**src/rtl/execute_stage.sv**
```systemverilog
// Execute stage: ALU, condition-code register and the execute/memory output register.
// Optional macro EX_FWD_EN enables execute->execute operand forwarding from the output register.
module execute_stage #(
  parameter int DATA_W = 16,
  parameter int CTRL_W = 11,
  parameter int ADDR_W = 3
) (
  input  logic              clk,
  input  logic              reset,
  input  logic              stall,
  input  logic              flush,
  input  logic [CTRL_W-1:0] ctrl_in,
  input  logic [DATA_W-1:0] op_a_in,
  input  logic [DATA_W-1:0] op_b_in,
  input  logic [ADDR_W-1:0] wr_addr_in,
  input  logic [2:0]        func_in,
  input  logic [ADDR_W-1:0] src1_addr_in,
  input  logic [ADDR_W-1:0] src2_addr_in,
  output logic [CTRL_W-1:0] ctrl_out,
  output logic [DATA_W-1:0] result_out,
  output logic [DATA_W-1:0] store_data_out,
  output logic [ADDR_W-1:0] wr_addr_out,
  output logic [2:0]        ccr_out
);

  localparam int REG_WRITE = 0;
  localparam int ALU_EN    = 3;
  localparam int FLAG_EN   = 4;
  localparam int SETC      = 5;
  localparam int CLRC      = 6;

  localparam logic [DATA_W:0] WIDE_ONE = {{DATA_W{1'b0}}, 1'b1};

  logic [DATA_W-1:0] opA;
  logic [DATA_W-1:0] opB;
  logic [DATA_W:0]   aluWide;
  logic              carryValid;
  logic [DATA_W-1:0] resultNext;
  logic [2:0]        ccrNext;

`ifdef EX_FWD_EN
  // A bubble in the output register has reg_write clear, so it never forwards.
  always_comb begin
    opA = op_a_in;
    opB = op_b_in;
    if (ctrl_out[REG_WRITE] && (wr_addr_out == src1_addr_in))
      opA = result_out;
    if (ctrl_out[REG_WRITE] && (wr_addr_out == src2_addr_in))
      opB = result_out;
  end
`else
  logic unusedSrcAddr;
  assign unusedSrcAddr = ^{src1_addr_in, src2_addr_in};
  always_comb begin
    opA = op_a_in;
    opB = op_b_in;
  end
`endif

  // 17-bit arithmetic: bit DATA_W is carry for add/inc and borrow for sub/dec.
  always_comb begin
    aluWide    = '0;
    carryValid = 1'b0;
    case (func_in)
      3'b000: aluWide = {1'b0, ~opA};
      3'b001: begin aluWide = {1'b0, opA} + WIDE_ONE;    carryValid = 1'b1; end
      3'b010: begin aluWide = {1'b0, opA} - WIDE_ONE;    carryValid = 1'b1; end
      3'b011: begin aluWide = {1'b0, opA} + {1'b0, opB}; carryValid = 1'b1; end
      3'b100: begin aluWide = {1'b0, opA} - {1'b0, opB}; carryValid = 1'b1; end
      3'b101: aluWide = {1'b0, opA & opB};
      3'b110: aluWide = {1'b0, opA | opB};
      default: aluWide = {1'b0, opB};
    endcase
  end

  assign resultNext = ctrl_in[ALU_EN] ? aluWide[DATA_W-1:0] : opA;

  // setc/clrc apply even when the ALU flags are not being written.
  always_comb begin
    ccrNext = ccr_out;
    if (ctrl_in[ALU_EN] && ctrl_in[FLAG_EN]) begin
      ccrNext[0] = (aluWide[DATA_W-1:0] == '0);
      ccrNext[1] = aluWide[DATA_W-1];
      if (carryValid)
        ccrNext[2] = aluWide[DATA_W];
    end
    if (ctrl_in[SETC])
      ccrNext[2] = 1'b1;
    else if (ctrl_in[CLRC])
      ccrNext[2] = 1'b0;
  end

  always_ff @(posedge clk) begin
    if (reset) begin
      ctrl_out       <= '0;
      result_out     <= '0;
      store_data_out <= '0;
      wr_addr_out    <= '0;
      ccr_out        <= '0;
    end else if (!stall) begin
      if (flush) begin
        ctrl_out       <= '0;
        result_out     <= '0;
        store_data_out <= '0;
        wr_addr_out    <= '0;
      end else begin
        ctrl_out       <= ctrl_in;
        result_out     <= resultNext;
        store_data_out <= opB;
        wr_addr_out    <= wr_addr_in;
        ccr_out        <= ccrNext;
      end
    end
  end

endmodule

```
**config.mk**
```make
export PLATFORM = sky130hd
export DESIGN_NAME = execute_stage
export DESIGN_NICKNAME = d
export VERILOG_FILES = /design/src/rtl/execute_stage.sv
export SDC_FILE = /design/constraint.sdc
export NUM_CORES = 1
export LEC_CHECK = 0
export CAP_MARGIN = 10
export CORE_MARGIN = 3
export CORE_UTILIZATION = 56
export CTS_CLUSTER_DIAMETER = 30
export DETAILED_ROUTE_END_ITERATION = 7
export DONT_BUFFER_PORTS = 1
export HOLD_SLACK_MARGIN = 0.06
export MAX_ROUTING_LAYER = met4
export PLACE_DENSITY = 0.71
export SYNTH_ARGS = -nofsm -noshare
export SYNTH_HDL_FRONTEND = slang
export SYNTH_SLANG_ARGS = --single-unit
```
**constraint.sdc**
```tcl
create_clock -name clk -period 7.85 [get_ports clk]
set_clock_uncertainty 0.15 [all_clocks]
set_input_delay 2.355 -clock clk [delete_from_list [all_inputs] [get_ports clk]]
set_output_delay 2.355 -clock clk [all_outputs]
set_load 0.05 [all_outputs]
```
=== Word-level counts from Yosys, hierarchy flattened ===
Index checks and enable logic that the tools add are counted.

* $add $sub $neg: 4
* Equality and inequality tests: 6
* Muxes and demuxes: 11
* Bitwise gates (word level): 5
* Reductions and logical operators: 8

{| class="wikitable"
|+ Operators with widths
! cell !! count
|-
| 17-bit case mux with 7 select lines || 1
|-
| 16-bit 2-to-1 mux || 3
|-
| 16-bit by 1-bit adder with 17-bit output, second input constant || 1
|-
| 16-bit by 16-bit adder with 17-bit output || 1
|-
| 16-bit by 1-bit subtractor with 17-bit output, second input constant || 1
|-
| 16-bit by 16-bit subtractor with 17-bit output || 1
|-
| 16-bit bitwise AND || 1
|-
| 16-bit zero test || 1
|-
| 16-bit NOT || 1
|-
| 16-bit bitwise OR || 1
|-
| 11-bit 2-to-1 mux || 1
|-
| 3-bit == test, second input constant || 3
|-
| 3-bit by 2-bit == test with 1-bit output, second input constant || 2
|-
| 3-bit 2-to-1 mux || 2
|-
| 3-bit nonzero test || 2
|-
| 1-bit 2-to-1 mux || 4
|-
| 4-bit AND reduction || 1
|-
| 4-bit OR reduction || 1
|-
| 3-bit by 1-bit == test with 1-bit output, second input constant || 1
|-
| 3-bit zero test || 1
|-
| 3-bit AND reduction || 1
|-
| 1-bit NOT || 2
|-
| 1-bit logical AND || 1
|}

* Flip-flop bits (word level): 49
* Input port bits: 59
* Output and inout bits: 49
* Logic and storage cells: 40

=== Logic depth before layout (Yosys ltp) ===
Gate-level depths: netlist (run 1).

* Depth after elaboration: 7
* Depth in mapped cells: 17
* Depth with buffers taken out: 17

=== Least setup slack after synthesis (run 1) ===
No wires, ideal clock.

* Kind: input to register
* From: input port func_in[1]
* To: register ccr_out[0]
* Setup time: 0.057 ns
* Arrival time: 5.663 ns
* Data required time: 7.643 ns
* Setup slack: 1.980 ns
* Cell stages on the path: 16
* Buffers on the path: 6
* Path through: buf_4 buf_2 clkbuf_1 buf_2 nand2_1 clkbuf_1 clkbuf_1 o22ai_1 ha_1 or3_4 o211a_1 or4_1 a31oi_1 nor3_2 nor3_1 a21o_1

* Cells in the longest elaborated chain, start to end: 3
* Elaborated cells on any way between the ends: 9
* Those cells by class: eq/ne: 6; mux: 1; reduce/logical: 2

{| class="wikitable"
|+ RTL lines
! element !! line !! text
|-
| start, declared || 16 || <nowiki>input logic [2:0] func_in,</nowiki>
|-
| 3-bit == test (tied with other cells) || 64 || <nowiki>case (func_in)</nowiki>
|-
| 17-bit case mux with 7 select lines * || 64 ||
|-
| 16-bit zero test * || 82 || <nowiki>ccrNext[0] = (aluWide[DATA_W-1:0] == '0);</nowiki>
|-
| end signal, assigned || 111 || <nowiki>ccr_out <= ccrNext;</nowiki>
|-
| end, declared || 23 || <nowiki>output logic [2:0] ccr_out</nowiki>
|}

Mark *: on every way between the ends. The rest lies on a longest branch, timed or not.
A chain may end at the register's enable or synchronous reset.

=== Final worst setup path (run 1) ===
* From: input port func_in[2]
* To: register ccr_out[0]

Same word-level chain as after synthesis.

==> results of run 1 <==
[cells in the mapped netlist (all sizes together) (3+ instances only)]
cell and instances:
a211oi 6, a21o 3, a21oi 63, a22o 5, a22oi 22, a31o 3
a31oi 4, and2 6, and3 10, buf 17, clkbuf 24, dfxtp 49
ha 17, inv 12, mux2 5, mux2i 6, nand2 35, nand2b 7
nand3 8, nor2 75, nor2b 5, nor3 21, nor3b 17, nor4 5
o2111ai 3, o211ai 8, o21a 15, o21ai 28, o221ai 5, o22a 5
o22ai 18, or3 6, or4 4, xnor2 9, xor2 7
[state kept, by name (all words and copies together) (netlist names)]
name            count
wr_addr_out         3
ccr_out             3
ctrl_out           11
store_data_out     16
result_out         16
[placed cells by master, fill, tap and decap left out, types with 3 or more instances in the layout]
cell type	netlist	final
dfxtp_1	49	49
ha_1	17	17
o211ai_1	7	7
o2111ai_1	3	3
nor2b_1	5	5
a211oi_1	6	6
nand3_1	8	8
and3_1	9	9
o21a_1	15	15
inv_1	11	11
nand2_1	35	35
a21oi_1	61	61
a21o_1	3	3
nor3b_1	17	17
o22ai_1	17	17
nor3_1	20	20
clkbuf_8	0	5
o221ai_1	5	5
a22o_1	5	5
xor2_1	7	7
a22oi_1	22	22
a31oi_1	4	4
mux2_2	5	5
a31o_2	3	3
o21ai_0	26	26
xnor2_1	9	9
nor2_1	74	73
or3_1	5	5
or4_1	3	3
nor4_1	4	4
nand2b_1	6	6
o22a_1	3	3
mux2i_1	6	6
and2_1	5	5
[cells by family after synthesis]
group | share of synthesized area, %
compound gates | 33.21
xor+xnor | 3.388
fa+ha+maj | 5.626
buf+inv | 5.656
flops | 23.71
mux | 2.813
simple gates | 25.59
[report_power, final]
part / internal, mW / leakage, nW / switching [mW]
clock: 0.128 / 0.0687 / 0.0905
sequential: 0.259 / 0.400 / 0.0440
combinational: 0.0815 / 1.07 / 0.101
[stage by stage]
stage / setup WS, ps / hold slack (ps) / cell area [µm²]
6_report: 2004 / 554.8 / 4215
3_3_place_gp: 1822 / 526.2 / 4078
3_5_place_dp: 1762 / 541.7 / 4078
5_1_grt: 1706 / 593.3 / 4215
2_1_floorplan: 1980 / 511.8 / 4136
4_1_cts: 2071 / 554.2 / 4215
[area by class of cell]
cell class	count	area [µm²]	area share [%]
multi-input cells	460	2924	69.37
clock buffers	5	68.82	1.633
inverters	12	45.04	1.069
flip-flops and latches	49	980.9	23.27
clock inverters	3	68.82	1.633
well taps	96	120.1	2.850
repair buffers	1	7.507	0.1781
[worst max-delay path: cells and delay by family]
kind | cells | cell delay [ps]
AO/OA/AOI/OAI | 5 | 1000
adder cells (fa/ha/maj) | 1 | 540
buffers and inverters | 1 | 170
AND/OR/NAND/NOR | 5 | 1870
[how the worst max path moves through the flow]
stage	start	cells after the start	to	slack (ps)
3_3_place_gp	func_in[2]	12	ccr_out[0]	1820
6_report	func_in[2]	12	ccr_out[0]	2000
2_1_floorplan	func_in[1]	16	ccr_out[0]	1980
3_5_place_dp	func_in[2]	12	ccr_out[0]	1760
4_1_cts	func_in[2]	12	ccr_out[0]	2070
5_1_grt	func_in[2]	13	ccr_out[0]	1710
[routing by layer]
layer / GRT usage (%) / share of wire (%) / vias up
li1: - / - / 2036
met2: 48.91 / 50 / 147
met1: 33.54 / 40 / 1942
met3: 7.547 / 8.6 / 20
met5: - / 0 / -
met4: 6.559 / 1.8 / 0
==> summary.txt, run 1 <==
Hold_sp -> result_out[9]
Synthesized area -> 4136 µm²
Critical Path, Cell by Cell -> inv_2 -> nand2_1 -> o21a_1 -> o22a_1 -> fa_1 -> o221ai_1 -> o22ai_2 -> or4b_1 -> nor4_2 -> nand4_1 -> nor4_1 -> a21o_1
Layout cells sized above 1 -> 6.604%
Data arrival, critical path -> 5960 ps
Post-DR vias/cell -> 6.621
Yosys reg bits -> 49
Post-CTS sizing -> 0
Clock tree buffer depth -> 2
CTS buffer count -> 5
Critical Path Max Stage Delay -> 610 ps
Final ANT Viol Nets -> 0
Core Rows -> 30
Largest net degree at the start of global routing -> 62
Core area -> 6982 µm²
Peak VDD IR -> 102.8 µV
Initial antenna violation count -> 0
Critical path class -> input pin to register
Endpoints failing setup -> 0
Register-to-Register Path Depth -> 2
Die Ht -> 91.95 µm
Outcome -> completed
RSZ-0062 raised after global routing -> false
Worst Path Required -> 7960 ps
First drt pass iteration count -> 5
DRC viols -> 0
GRT overflow -> 0
Worst path slowest cell -> nand2_1
Clock root cell -> clkbuf_8
Postcts setup bufs -> 0
R2R Path Start -> ccr_out[0]
# H-tree levels -> 2
First-pass GRT wire length -> 19090 µm
WHS Endpoint -> result_out[9]
Top fanout value on the critical path -> 44
Power Density -> 167.1 nW/µm²
Top-level I/O count -> 108
Main synth FF type -> dfxtp_1
Drt first-iter violations -> 348
Hold_buf cts -> 0
Worst Hold Path Cells -> 2
Clk_lat worst skew -> 310 ps
Cell count after synthesis -> 562
Leakage dissipation -> 1.540 nW
Vias -> 4145
Final period util -> 74.47%
Max_cap viols -> 0
Gp weighted congestion -> 0.9026
Global Route Usage Sum -> 28.54%
Slew Limit Fails -> 0
Total power -> 0.7042 mW
Yosys warning total -> 0
EDFF count, synth -> 0
Synth area leaders -> dfxtp_1 24%, a21oi_1 7.4%, nor2_1 6.7%
Reg2Reg Setup Slack -> 6660 ps
Worst Setup End Kind -> register
Routed wire length -> 12090 µm
Detailed placer's ending HPWL -> 8961 µm
Min-delay worst type -> register to register
Synth cell types -> 73
DR WL/cell -> 19.32 µm
Leading area contributor after synthesis -> dfxtp_1
Diode count -> 0
Period minus WS final -> 5846 ps
Synth Net Count -> 639
Clock sinks -> 49
Number of global-route vias before repair -> 3769
Fin util -> 60.38%
Dpl cells -> 618
Non-Filler Instances -> 626
Slew @ Worst Pin -> 963.9 ps
Register area share after synthesis -> 23.71%
Share of Yosys cell area claimed by the top area cell type -> 23.71%
CTS tree -> done
CTS clk-pin slew, worst paths -> 90 ps
Ys async rst share -> 0%
Number of fill cells -> 684
FF-to-FF End -> ccr_out[0]
Final nets -> 606
Max Fclk -> 171.1 MHz
Area Growth Syn to Fin -> 1.906%
Die Footprint -> 8454 µm²
Endpoints failing hold -> 0
Avg Inst Size Synth -> 7.360 µm²
Port buffer count -> 0
Die X -> 91.95 µm
Final TNS setup -> 0 ps
Initial core utilization -> 59.25%
Max_slew headroom -> 35.58%
Startpoint Class -> input pin
(Power assumes the default switching activity.)
==> run 2, diff against run 1 <==
--- a/config.mk
+++ b/config.mk
@@ -13,7 +13,7 @@
 export DONT_BUFFER_PORTS = 1
 export HOLD_SLACK_MARGIN = 0.06
 export MAX_ROUTING_LAYER = met4
-export PLACE_DENSITY = 0.71
+export PLACE_DENSITY = 0.74
 export SYNTH_ARGS = -nofsm -noshare
 export SYNTH_HDL_FRONTEND = slang
 export SYNTH_SLANG_ARGS = --single-unit
==> constraint.sdc (replaced) <==
create_clock -name clk -period 4.9 [get_ports clk]
set_clock_uncertainty 0.15 [all_clocks]
set_input_delay 1.47 -clock clk [delete_from_list [all_inputs] [get_ports clk]]
set_output_delay 1.47 -clock clk [all_outputs]
set_load 0.05 [all_outputs]
==> summary.txt, run 2 (synthesis gave the netlist of run 1 again) <==
Largest delay share family, worst path -> simple AND/OR/NAND/NOR gates
Worst Hold Path Cells -> 2
Largest net degree at the start of global routing -> 62
Footprint of the multi-input gates -> 2924 µm²
Initial core utilization -> 59.25%
Slew Limit Fails -> 0
Vias -> 4226
FF+latch area -> 980.9 µm²
Dpl ws -> 70.19 ps
Post-CTS sizing -> 0
Worst path bufs/invs -> 1
Peak VDD IR -> 177.1 µV
Worst Setup Slack, final -> 311.9 ps
Number of fill cells -> 677
Gp weighted congestion -> 0.9464
RSZ-0062 raised after global routing -> false
Outcome -> completed
Clock power frac -> 27.5%
Clk_lat worst skew -> 290 ps
Power Density -> 253.4 nW/µm²
Final ANT Viol Nets -> 0
Startpoint Class -> input pin
Max_slew headroom -> 50.72%
P_int -> 0.7175 mW
Die Ht -> 91.95 µm
Critical path class -> input pin to register
Post-DR vias/cell -> 6.634
Worst path slowest cell -> nor4_1
Final nets -> 617
Worst Path Required -> 5000 ps
Global Route Usage Sum -> 29.72%
Max Fclk -> 218.0 MHz
Area Growth Syn to Fin -> 3.479%
Port buffer count -> 0
Drt first-iter violations -> 304
Psw -> 0.3670 mW
Critical Path, Cell by Cell -> inv_1 -> ha_1 -> nor2b_1 -> nand2_1 -> nor4_1 -> xnor2_1 -> o22ai_1 -> ha_1 -> and3_1 -> and3_1 -> o211ai_1 -> a31o_2 -> mux2i_1 -> nand3_1 -> nor4_1 -> a21o_1
Slew @ Worst Pin -> 733.6 ps
Endpoints failing hold -> 0
Layout cells sized above 1 -> 8.503%
Register-to-Register Path Depth -> 2
Top fanout value on the critical path -> 6
WHS Endpoint -> result_out[3]
Initial antenna violation count -> 0
Hold_sp -> result_out[3]
Clock root cell -> clkbuf_8
Reg2Reg Setup Slack -> 3700 ps
Most frequent cells in the layout -> 73 x nor2_1, 61 x a21oi_1, 49 x dfxtp_1
Sw frac -> 33.84%
Routed wire length -> 12390 µm
Diode count -> 0
Number of global-route vias before repair -> 3959
Final period util -> 93.63%
Core area -> 6982 µm²
First drt pass iteration count -> 4
GRT overflow -> 0
Largest regs -> result_out x16, store_data_out x16, ctrl_out x11
Post-DP Area -> 4160 µm²
Data arrival, critical path -> 4690 ps
Die Footprint -> 8454 µm²
Postcts setup bufs -> 0
# H-tree levels -> 2
Worst Setup End Kind -> register
Endpoints failing setup -> 0
CTS tree -> done
DR WL/cell -> 19.45 µm
Max_cap viols -> 0
CTS buffer count -> 5
Comb pwr share -> 27.8%
First-pass GRT wire length -> 19980 µm
DRC viols -> 0
Period minus WS final -> 4588 ps
Min-delay worst type -> register to register
Commonest non-fill, non-tap cell in the layout -> nor2_1
Leakage dissipation -> 1.581 nW
Top-level I/O count -> 108
Final instance area -> 4280 µm²
Total power -> 1.085 mW
Clock tree buffer depth -> 2
FF-to-FF End -> ccr_out[2]
Final TNS setup -> 0 ps
Seq pwr share -> 44.8%
Die X -> 91.95 µm
R2R Path Start -> ccr_out[2]
Critical Path Max Stage Delay -> 400 ps
Clock sinks -> 49
Hold_buf cts -> 0
CTS clk-pin slew, worst paths -> 90 ps
Detailed placer's ending HPWL -> 9169 µm
Core Rows -> 30
==> run 2: cell types whose count changed in the layout (fill, tap and decap cells not counted) <==
cell,change
buf_4,+11
clkbuf_8,+1
clkinvlp_4,+1
bufinv_16,-1
inv_6,-1
==> run 2: metrics by stage <==
| step | utilization (%) | hold slack (ps) | cells |
|---|---|---|---|
| 6_report | 61.31 | 547.5 | 637 |
| 5_1_grt | 61.31 | 577.6 | 637 |
| 4_1_cts | 61.31 | 544.3 | 637 |
| 3_5_place_dp | 59.59 | 532.6 | 629 |
| 3_3_place_gp | 59.59 | 525.5 | 629 |
| 2_1_floorplan | - | 511.8 | 562 |
==> run 2: how the worst max path moves through the flow <==
stage                     from              to  depth (start not counted)
floorplan           func_in[1]      ccr_out[0]                         17
global placement    op_b_in[0]  result_out[13]                         16
detailed placement  op_b_in[0]  result_out[13]                         16
CTS                 op_b_in[0]      ccr_out[0]                         16
global route        op_b_in[0]      ccr_out[0]                         16
finish              op_b_in[0]      ccr_out[0]                         16
==> run 2: area by class of cell <==
cell class                 count  area share [%]
clock inverter                 2          0.8769
clock buffer                   6           1.929
tap                           96           2.806
multi-input combinational    460           68.31
sequential                    49           22.92
timing repair buffer          12           2.105
inverter                      12           1.052
==> run 2: power by group through the flow <==
stage          Sequential [mW]  Combinational (mW)  Clock [mW]
5_1_grt                  0.487               0.334       0.322
2_1_floorplan            0.491               0.269           0
6_report                 0.485               0.301       0.298
3_5_place_dp             0.495               0.295           0
3_3_place_gp             0.495               0.286           0
4_1_cts                  0.486               0.297       0.304
==> run 2: per-layer routing <==
| metal | vias to the layer above | share of wire, % | global-route usage, % |
|---|---|---|---|
| li1 | 2052 | - | - |
| met1 | 2002 | 41 | 36.68 |
| met2 | 157 | 50 | 50.49 |
| met3 | 15 | 7.4 | 6.071 |
| met4 | 0 | 1.6 | 6.064 |
| met5 | - | 0 | - |
==> run 2: worst register-to-register path: stages (launching register included) <==
cell and delay (ps):
dfxtp_1 660, a22oi_1 150, o22ai_1 170
==> run 3, diff against run 2 <==
--- a/config.mk
+++ b/config.mk
@@ -5,9 +5,11 @@
 export SDC_FILE = /design/constraint.sdc
 export NUM_CORES = 1
 export LEC_CHECK = 0
+export ABC_CLOCK_PERIOD_IN_PS = 4900
 export CAP_MARGIN = 10
 export CORE_MARGIN = 3
 export CORE_UTILIZATION = 56
+export CTS_BUF_LIST = sky130_fd_sc_hd__clkbuf_8
 export CTS_CLUSTER_DIAMETER = 30
 export DETAILED_ROUTE_END_ITERATION = 7
 export DONT_BUFFER_PORTS = 1
==> results of run 3 <==
Final layout, timing and power as in run 2 (identical DEF).
